==> src/rtl/sa_result_writer.sv <==
// Output end of the 3x3 systolic array: deskews column partial sums, requantizes them to int8
// and writes N_ROWS x 3 bytes row-major from out_baseaddr. Optional ReLU with `define SA_WB_RELU_EN.
module sa_wb_fifo #(
    parameter int W     = 20,
    parameter int DEPTH = 4
) (
    input  logic         clk,
    input  logic         rst,
    input  logic         clr_i,
    input  logic         push_i,
    input  logic         pop_i,
    input  logic [W-1:0] din_i,
    output logic [W-1:0] dout_o,
    output logic         empty_o,
    output logic         ovf_o
);
    localparam int AW = $clog2(DEPTH);

    logic [W-1:0]  mem_q [DEPTH];
    logic [AW-1:0] wptr_q, rptr_q;
    logic [AW:0]   cnt_q;
    logic          full, push_ok, pop_ok;

    assign full    = (cnt_q == (AW+1)'(DEPTH));
    assign empty_o = (cnt_q == '0);
    assign push_ok = push_i && !full;
    assign pop_ok  = pop_i && !empty_o;
    assign ovf_o   = push_i && full;
    assign dout_o  = mem_q[rptr_q];

    always_ff @(posedge clk) begin
        if (push_ok) mem_q[wptr_q] <= din_i;
    end

    always_ff @(posedge clk or negedge rst) begin
        if (!rst) begin
            wptr_q <= '0;
            rptr_q <= '0;
            cnt_q  <= '0;
        end else if (clr_i) begin
            wptr_q <= '0;
            rptr_q <= '0;
            cnt_q  <= '0;
        end else begin
            if (push_ok) wptr_q <= wptr_q + 1'b1;
            if (pop_ok)  rptr_q <= rptr_q + 1'b1;
            case ({push_ok, pop_ok})
                2'b10:   cnt_q <= cnt_q + 1'b1;
                2'b01:   cnt_q <= cnt_q - 1'b1;
                default: cnt_q <= cnt_q;
            endcase
        end
    end
endmodule

module sa_result_writer #(
    parameter int ACC_W  = 20,
    parameter int N_ROWS = 3,
    parameter int DEPTH  = 4,
    parameter int SHIFT  = 0
) (
    input  logic             clk,
    input  logic             rst,
    input  logic             Writer_en,
    input  logic [5:0]       out_baseaddr,
    input  logic [ACC_W-1:0] psum_1,
    input  logic [ACC_W-1:0] psum_2,
    input  logic [ACC_W-1:0] psum_3,
    input  logic             psum_valid_1,
    input  logic             psum_valid_2,
    input  logic             psum_valid_3,
    output logic             wr_en,
    output logic [5:0]       wr_addr,
    output logic [7:0]       wr_data,
    output logic             is_WB_done_o,
    output logic             ovf_err_o
);
    typedef enum logic [1:0] {IDLE, COLLECT, DONE} state_t;

    localparam logic signed [ACC_W-1:0] MAXV = ACC_W'(127);
    localparam logic signed [ACC_W-1:0] MINV = -ACC_W'(128);

    state_t     state_q;
    logic [5:0] addr_q;
    logic [3:0] row_cnt_q;
    logic [1:0] col_idx_q;
    logic       last_q;
    logic       wr_en_q, done_q, ovf_q;
    logic [5:0] wr_addr_q;
    logic [7:0] wr_data_q;

    logic [2:0][ACC_W-1:0] psum_v, dout_v;
    logic [2:0]            vld_v, empty_v, ovf_v;
    logic [ACC_W-1:0]      head;
    logic                  clr, ready, issue, pop;

    assign psum_v = {psum_3, psum_2, psum_1};
    assign vld_v  = {psum_valid_3, psum_valid_2, psum_valid_1};
    assign clr    = (state_q == IDLE) && Writer_en;
    assign ready  = ~|empty_v;
    assign issue  = (state_q == COLLECT) && !last_q && ready;
    assign pop    = issue && (col_idx_q == 2'd2);

    for (genvar k = 0; k < 3; k++) begin : g_col
        sa_wb_fifo #(.W(ACC_W), .DEPTH(DEPTH)) u_fifo (
            .clk     (clk),
            .rst     (rst),
            .clr_i   (clr),
            .push_i  ((state_q == COLLECT) && vld_v[k]),
            .pop_i   (pop),
            .din_i   (psum_v[k]),
            .dout_o  (dout_v[k]),
            .empty_o (empty_v[k]),
            .ovf_o   (ovf_v[k])
        );
    end

    always_comb begin
        head = dout_v[0];
        case (col_idx_q)
            2'd1:    head = dout_v[1];
            2'd2:    head = dout_v[2];
            default: head = dout_v[0];
        endcase
    end

    function automatic logic [7:0] requant(input logic [ACC_W-1:0] p);
        logic signed [ACC_W-1:0] t;
        t = $signed(p) >>> SHIFT;
`ifdef SA_WB_RELU_EN
        if (t < 0) t = '0;
`endif
        if (t > MAXV)      requant = 8'h7F;
        else if (t < MINV) requant = 8'h80;
        else               requant = t[7:0];
    endfunction

    // last_q delays DONE by one cycle so done rises after the final byte's write cycle.
    always_ff @(posedge clk or negedge rst) begin
        if (!rst) begin
            state_q   <= IDLE;
            addr_q    <= '0;
            row_cnt_q <= '0;
            col_idx_q <= '0;
            last_q    <= 1'b0;
            wr_en_q   <= 1'b0;
            wr_addr_q <= '0;
            wr_data_q <= '0;
            done_q    <= 1'b0;
            ovf_q     <= 1'b0;
        end else begin
            wr_en_q <= 1'b0;
            if (|ovf_v) ovf_q <= 1'b1;
            case (state_q)
                IDLE: if (Writer_en) begin
                    state_q   <= COLLECT;
                    addr_q    <= out_baseaddr;
                    row_cnt_q <= '0;
                    col_idx_q <= '0;
                    last_q    <= 1'b0;
                end
                COLLECT: begin
                    if (last_q) begin
                        state_q <= DONE;
                        done_q  <= 1'b1;
                        last_q  <= 1'b0;
                    end else if (issue) begin
                        wr_en_q   <= 1'b1;
                        wr_addr_q <= addr_q;
                        wr_data_q <= requant(head);
                        addr_q    <= addr_q + 6'd1;
                        if (col_idx_q == 2'd2) begin
                            col_idx_q <= '0;
                            row_cnt_q <= row_cnt_q + 4'd1;
                            if (row_cnt_q == 4'(N_ROWS - 1)) last_q <= 1'b1;
                        end else begin
                            col_idx_q <= col_idx_q + 2'd1;
                        end
                    end
                end
                DONE: if (!Writer_en) begin
                    state_q <= IDLE;
                    done_q  <= 1'b0;
                end
                default: state_q <= IDLE;
            endcase
        end
    end

    assign wr_en        = wr_en_q;
    assign wr_addr      = wr_addr_q;
    assign wr_data      = wr_data_q;
    assign is_WB_done_o = done_q;
    assign ovf_err_o    = ovf_q;
endmodule
==> config.mk <==
export PLATFORM = sky130hd
export DESIGN_NAME = sa_result_writer
export DESIGN_NICKNAME = d
export VERILOG_FILES = /design/src/rtl/sa_result_writer.sv
export SDC_FILE = /design/constraint.sdc
export NUM_CORES = 1
export LEC_CHECK = 0
export CAP_MARGIN = 20
export CELL_PAD_IN_SITES_DETAIL_PLACEMENT = 0
export CELL_PAD_IN_SITES_GLOBAL_PLACEMENT = 2
export CORE_UTILIZATION = 44
export DETAILED_ROUTE_END_ITERATION = 16
export MAX_ROUTING_LAYER = met4
export PLACE_DENSITY_LB_ADDON = 0.12
export REMOVE_ABC_BUFFERS = 1
export SYNTH_ARGS = -nofsm -noshare
export SYNTH_HDL_FRONTEND = slang
export SYNTH_HIERARCHICAL = 1
export SYNTH_SLANG_ARGS = --single-unit
==> constraint.sdc <==
create_clock -name clk -period 3.4 [get_ports clk]
set_input_delay 0.34 -clock clk [delete_from_list [all_inputs] [get_ports clk]]
set_output_delay 0.34 -clock clk [all_outputs]
set_load 0.005 [all_outputs]
After elaboration in Yosys (flattened, before gate mapping)
Memory sizes are Yosys's and may differ from the RTL's.
Cells that the tools add are included.
{ "op_classes": {"n_addsub": 15, "n_lt_le_gt_ge": 2, "eq_ne": 20, "n_mux": 57, "n_bitwise": 1, "n_reduce_logical": 47} }
{ "ops": {"columns": ["operator", "n"], "rows": [
  ["case mux 20 bit (2 select lines)", 1],
  ["two-way mux 2 bit", 19],
  ["greater-than comparator 20 x 8 -> 1 bit (second input constant)", 1],
  ["< comparator 20 x 8 -> 1 bit (second input constant)", 1],
  ["two-way mux 6 bit", 3],
  ["case mux 3 bit (2 select lines)", 3],
  ["logical AND 1 bit", 16],
  ["two-way mux 1 bit", 16],
  ["two-way mux 4 bit", 4],
  ["two-way mux 8 bit", 2],
  ["nonzero test 2 bit", 8],
  ["adder 2 x 1 -> 2 bit (second input constant)", 7],
  ["case mux 6 bit (2 select lines)", 1],
  ["== test 2 x 1 -> 1 bit (second input constant)", 5],
  ["== test 2 bit (second input constant)", 5],
  ["!= test 2 bit (second input constant)", 5],
  ["adder 3 x 1 -> 3 bit (second input constant)", 3],
  ["== test 3 bit (second input constant)", 3],
  ["zero test 3 bit", 3],
  ["two-way mux 3 bit", 3],
  ["AND reduction 3 bit", 3],
  ["nonzero test 3 bit", 3],
  ["subtractor 3 x 1 -> 3 bit (second input constant)", 3],
  ["zero test 1 bit", 8],
  ["14 further kinds", 16]
]} }
{ "totals": {"reg_bits": 53, "ram_bits": 240, "in_bits": 72, "out_inout_bits": 17, "memories": 3} }
{ "mem_list": {"columns": ["memory", "words", "word_bits", "read_ports", "rd_ports_with_merged_regs", "write_ports", "line", "rtl"], "rows": [
  ["g_col[0].u_fifo.mem_q", 4, 20, 1, 0, 1, "19", "logic [W-1:0] mem_q [DEPTH];"],
  ["g_col[1].u_fifo.mem_q", 4, 20, 1, 0, 1, "19", null],
  ["g_col[2].u_fifo.mem_q", 4, 20, 1, 0, 1, "19", null]
]} }

Depth between registers and ports, before layout
{ "logic_depth": {"depth_word": 9, "depth_mapped": 13, "depth_no_buf": 11} }

Cells and area by module
The synthesis kept the hierarchy.
{ "by_module_without_submodules": {"columns": ["module", "n_inst", "cells_per_inst", "area_each_um2"], "rows": [
  ["sa_wb_fifo at g_col[0].u_fifo ...", 2, 166, 3469.6],
  ["sa_wb_fifo at g_col[1].u_fifo", 1, 165, 3410.8],
  ["sa_result_writer", 1, 209, 1928.1]
]} }

Worst setup path after synthesis
OpenSTA, ideal clock, no wires.
{ "synth_path": {"kind": "flip-flop to flip-flop", "start": "reg g_col[0].u_fifo.cnt_q[0]", "end": "reg g_col[0].u_fifo.cnt_q[1]", "setup_ns": 0.163, "arrival_time_ns": 2.311, "slack_ns": 0.927, "path_stages_with_launch": 14, "path_buffers": 2, "synth_period_minus_slack_ns": 2.473, "path_cell_list": "dfrtp_1 buf_4 nor3_2 nor3_1 nand3_1 inv_2 buf_2 nand2b_1 a21oi_1 fa_1 inv_1 a311oi_2 a21oi_1 a211oi_2"} }
{ "synth_between": {"elab_chain_len": 9} }
{ "synth_lines": {"columns": ["item", "line", "rtl"], "rows": [
  ["start: declaration", "21", "logic [AW:0] cnt_q;"],
  ["start signal: assignment", "48", "2'b10: cnt_q <= cnt_q + 1'b1;"],
  ["start signal: assignment", "49", "2'b01: cnt_q <= cnt_q - 1'b1;"],
  ["start signal: assignment", "50", "default: cnt_q <= cnt_q;"],
  ["zero test 3 bit (*)", "25", "assign empty_o = (cnt_q == '0);"],
  ["via empty_v[0]", "93", "logic [2:0] vld_v, empty_v, ovf_v;"],
  ["OR reduction 3 bit (*)", "100", "assign ready = ~|empty_v;"],
  ["zero test 1 bit (*)", "100", null],
  ["logical AND 1 bit (*)", "101", "assign issue = (state_q == COLLECT) && !last_q && ready;"],
  ["logical AND 1 bit (*)", "102", "assign pop = issue && (col_idx_q == 2'd2);"],
  ["via pop", "95", "logic clr, ready, issue, pop;"],
  ["logical AND 1 bit (*)", "27", "assign pop_ok = pop_i && !empty_o;"],
  ["== test 2 x 1 -> 1 bit or == test 2 bit (tied branches)", "47", "case ({push_ok, pop_ok})"],
  ["case mux 3 bit (2 select lines)", "47", null],
  ["two-way mux 3 bit", "40", "end else if (clr_i) begin"]
]} }
Mark *: on every way through the listed nets, which the timed path passes. The rest lies on a longest branch.
A chain may end at the register's enable or synchronous reset.

Final worst setup path
{ "layout_path": {"start": "reg g_col[1].u_fifo.cnt_q[0]", "end": "reg g_col[1].u_fifo.cnt_q[1]"} }
{ "layout_between": {"elab_chain_len": 9} }
{ "layout_lines": {"columns": ["item", "line"], "rows": [
  ["start: declaration", "21"],
  ["start signal: assignment", "48"],
  ["start signal: assignment", "49"],
  ["start signal: assignment", "50"],
  ["zero test 3 bit (*)", "25"],
  ["via empty_v[1]", "93"],
  ["OR reduction 3 bit (*)", "100"],
  ["zero test 1 bit (*)", "100"],
  ["logical AND 1 bit (*)", "101"],
  ["logical AND 1 bit (*)", "102"],
  ["via pop", "95"],
  ["logical AND 1 bit (*)", "27"],
  ["== test 2 x 1 -> 1 bit or == test 2 bit (tied branches)", "47"],
  ["case mux 3 bit (2 select lines)", "47"],
  ["two-way mux 3 bit", "40"]
]} }
Marks and branches as above.

==> results.toml <==
[clock_tree]
htreeDepth = 1
cts_setup_buffers = 0
clock_sinks = 293
clockBufferDepth = 3
cts_root_buf = "clkbuf_16"
clkTransAtPathRegs_ns = 0.06
cts_made_buffers = 31
cts_tree = "done"
insertion_delay_ns = 0.55
cts-resized-gates = 0
postCtsHoldBufs = 1

[synth]
ys_types = 51
synth_top_cell_by_area = "edfxtp_1"
yosysTopAreaCellShare_pct = 58.7
synth-simple-area-share_pct = 5.71
syn_area_per_cell_um2 = 17.4
synth_top_family_by_area = "multiplexers"
synth.area.mux_share_pct = 12.3
synthCells = 706
synth_compound_gate_area_share_pct = 6.41
synth_xor_area_share_pct = 0.999
synth_area_leaders = "edfxtp_1, mux4_2, dfrtp_1"
synth-edff-count = 240
synth_ff_type = "edfxtp_1"
ys_seq_elements = 293
yosysMostFrequentCell = "edfxtp_1"
synth_common_cells = "edfxtp_1, mux4_2, dfrtp_1"
synth_fa_ha_area_share_pct = 2.32
yosysWarnings = 6
async_flop_share_pct = 18.1
yosysSeqAreaShare_pct = 69.5
syn_area_um2 = 12300

[place]
place_ws_ns = 0.269
portBuffers = 88
place_congestion = 0.763
hpwlAfterDp_um = 16700

[setup_path]
end_kind = "register"
crit_path_max_fanout = 25
rr_worst_depth = 11
crit_path_end = "g_col[1].u_fifo/cnt_q[1]$_DFFE_PN0P_"
r2r_start = "g_col[1].u_fifo/cnt_q[0]$_DFFE_PN0P_"
critPathRequiredTime_ns = 3.84
reg2reg_to = "g_col[1].u_fifo/cnt_q[1]$_DFFE_PN0P_"
crit_start = "g_col[1].u_fifo/cnt_q[0]$_DFFE_PN0P_"
crit_path_start_kind = "register"
cp.arrival_ns = 3.54
worstSetupPathType = "reg -> reg"
ff2ff_setup_slack_ns = 0.30

[route]
drc_errors = 0
drt_first_pass_iters = 5
viasPerCell = 5.40
detailroute.via_count = 6574
drt_iter0_markers = 466
wl_per_cell_um = 20.6
ant_nets = 0
wl_um = 25100

[floorplan]
die_width_um = 169
initial_core_util_pct = 45.2
row_count = 60
dieArea_um2 = 28600
ioPinCount = 89
core_area_um2 = 27200
die_h_um = 169

[sta]
rsz0062_at_grt = "false"
whs_ns = 0.358
fmax_mhz = 323
finalCriticalPeriod_ns = 3.10
setup-tns-final_ns = 0
drv_slew = 0
max-slew-margin-rel_pct = 37.5
worst_slew_pin_slew_ns = 0.937
worst_slack_ns = 0.303
setup_viol = 0
finalHoldViolCount = 0
finalCritPeriodShare_pct = 91.1
clock_skew_ns = 0.0143

[flow_run]
maxCapViolCount = 0

[outcome]
status = "complete, no violations"

[grt]
grtUsageTotal_pct = 18.6
grt_pass1_vias = 6641
grt_max_degree = 39
grt_pass1_wl_um = 38900
gr-total-overflow = 0
antenna_found_initial = 0

[layout]
diodes = 0
fin_nets = 916
drive_above_1_share_pct = 18.3
area_growth_pct = 19.0

[power_and_ir_drop]
p_total_mw = 12.9
ir_worst_vdd_v = 0.000477
p_per_area_nw_per_um2 = 881
leakage_nw = 5.08

[worst_hold_path]
hold_class = "in -> reg"
-- report_power, final --
part,internal (mW),switching (mW)
Clock,1.96,1.33
Combinational,1.96,2.37
Sequential,4.79,0.462
Total,8.71,4.16
-- metal layers --
layer / wire length [um] / share of wire (%) / global-route usage [%] / vias to the layer above
met5: 0 / 0 / - / -
met4: 372 / 1.5 / 3.80 / 0
met3: 1370 / 5.4 / 3.06 / 35
met2: 11500 / 46 / 27.6 / 168
met1: 11900 / 47 / 27.4 / 3367
li1: - / - / - / 3004
-- sequential cells by signal, summed over array words and instances, names as in the netlist, 2 cells and up --
name,count
g_col.u_fifo/mem_q,240
g_col.u_fifo/cnt_q,9
wr_data,8
addr_q,6
g_col.u_fifo/rptr_q,6
g_col.u_fifo/wptr_q,6
wr_addr,6
row_cnt_q,4
col_idx_q,2
state_q,2
-- worst min-delay path by stage --
stage	from	endpoint	slack, ns	cells after the start
final	out_baseaddr[0]	addr_q[0]$_DFFE_PN0P_	0.36	3
after global routing	out_baseaddr[0]	addr_q[0]$_DFFE_PN0P_	0.35	3
after CTS	out_baseaddr[0]	addr_q[0]$_DFFE_PN0P_	0.34	3
after detailed placement	wr_addr[3]$_DFFE_PN0P_	wr_addr[3]$_DFFE_PN0P_	0.46	2
after global placement	wr_addr[5]$_DFFE_PN0P_	wr_addr[5]$_DFFE_PN0P_	0.46	2
after floorplan	rst	addr_q[0]$_DFFE_PN0P_	0.04	0
-- placed cells by master (no fill, tap or decap), types with 15 or more instances in the layout --
| cell | n |
|---|---|
| ha_1 | 18 |
| a21oi_1 | 15 |
| edfxtp_1 | 240 |
| inv_1 | 20 |
| clkdlybuf4s50_1 | 87 |
| dfrtp_1 | 53 |
| mux4_2 | 60 |
| and2_1 | 15 |
| mux2i_1 | 16 |
| nand2_1 | 35 |
| nor2_1 | 33 |
| clkbuf_16 | 31 |
| o21ai_0 | 16 |
| buf_4 | 28 |
-- area by class of cell --
cell class                 count  area, um^2
sequential                   293        8530
tap                          372         465
inverter                      24        90.1
timing repair buffer         118        1120
clock buffer                  34         787
multi-input combinational    355        3410
clock inverter                22         208
fill                        2190       12600
-- kinds of logic after synthesis --
group	Yosys count
and+or+nand+nor	133
adders and majority gates	21
DFF	293
muxes	76
xor gates and xnor gates	14
AOI/OAI and AO/OA	111
buffers and inverters	58
-- worst max-delay path, stage by stage (launching register included) --
cell and delay, ns:
dfrtp_1 0.47, nor3_1 0.50, nor3_1 0.18, nand3_1 0.22, inv_2 0.24, nand2b_1 0.22, a21oi_1 0.08, fa_1 0.50
inv_1 0.05, a311oi_1 0.20, a21oi_1 0.10, a211oi_1 0.23
-- per-stage QoR --
| step | instance area [um^2] | cells | utilization [%] |
|---|---|---|---|
| global route | 14600 | 1218 | 53.7 |
| detailed placement | 13600 | 1161 | 50.1 |
| global placement | 13600 | 1161 | 50.1 |
| CTS | 14600 | 1218 | 53.7 |
| floorplan | 12000 | 672 | - |
| finish | 14600 | 1218 | 53.7 |
Power figures use the tool's default switching activity.
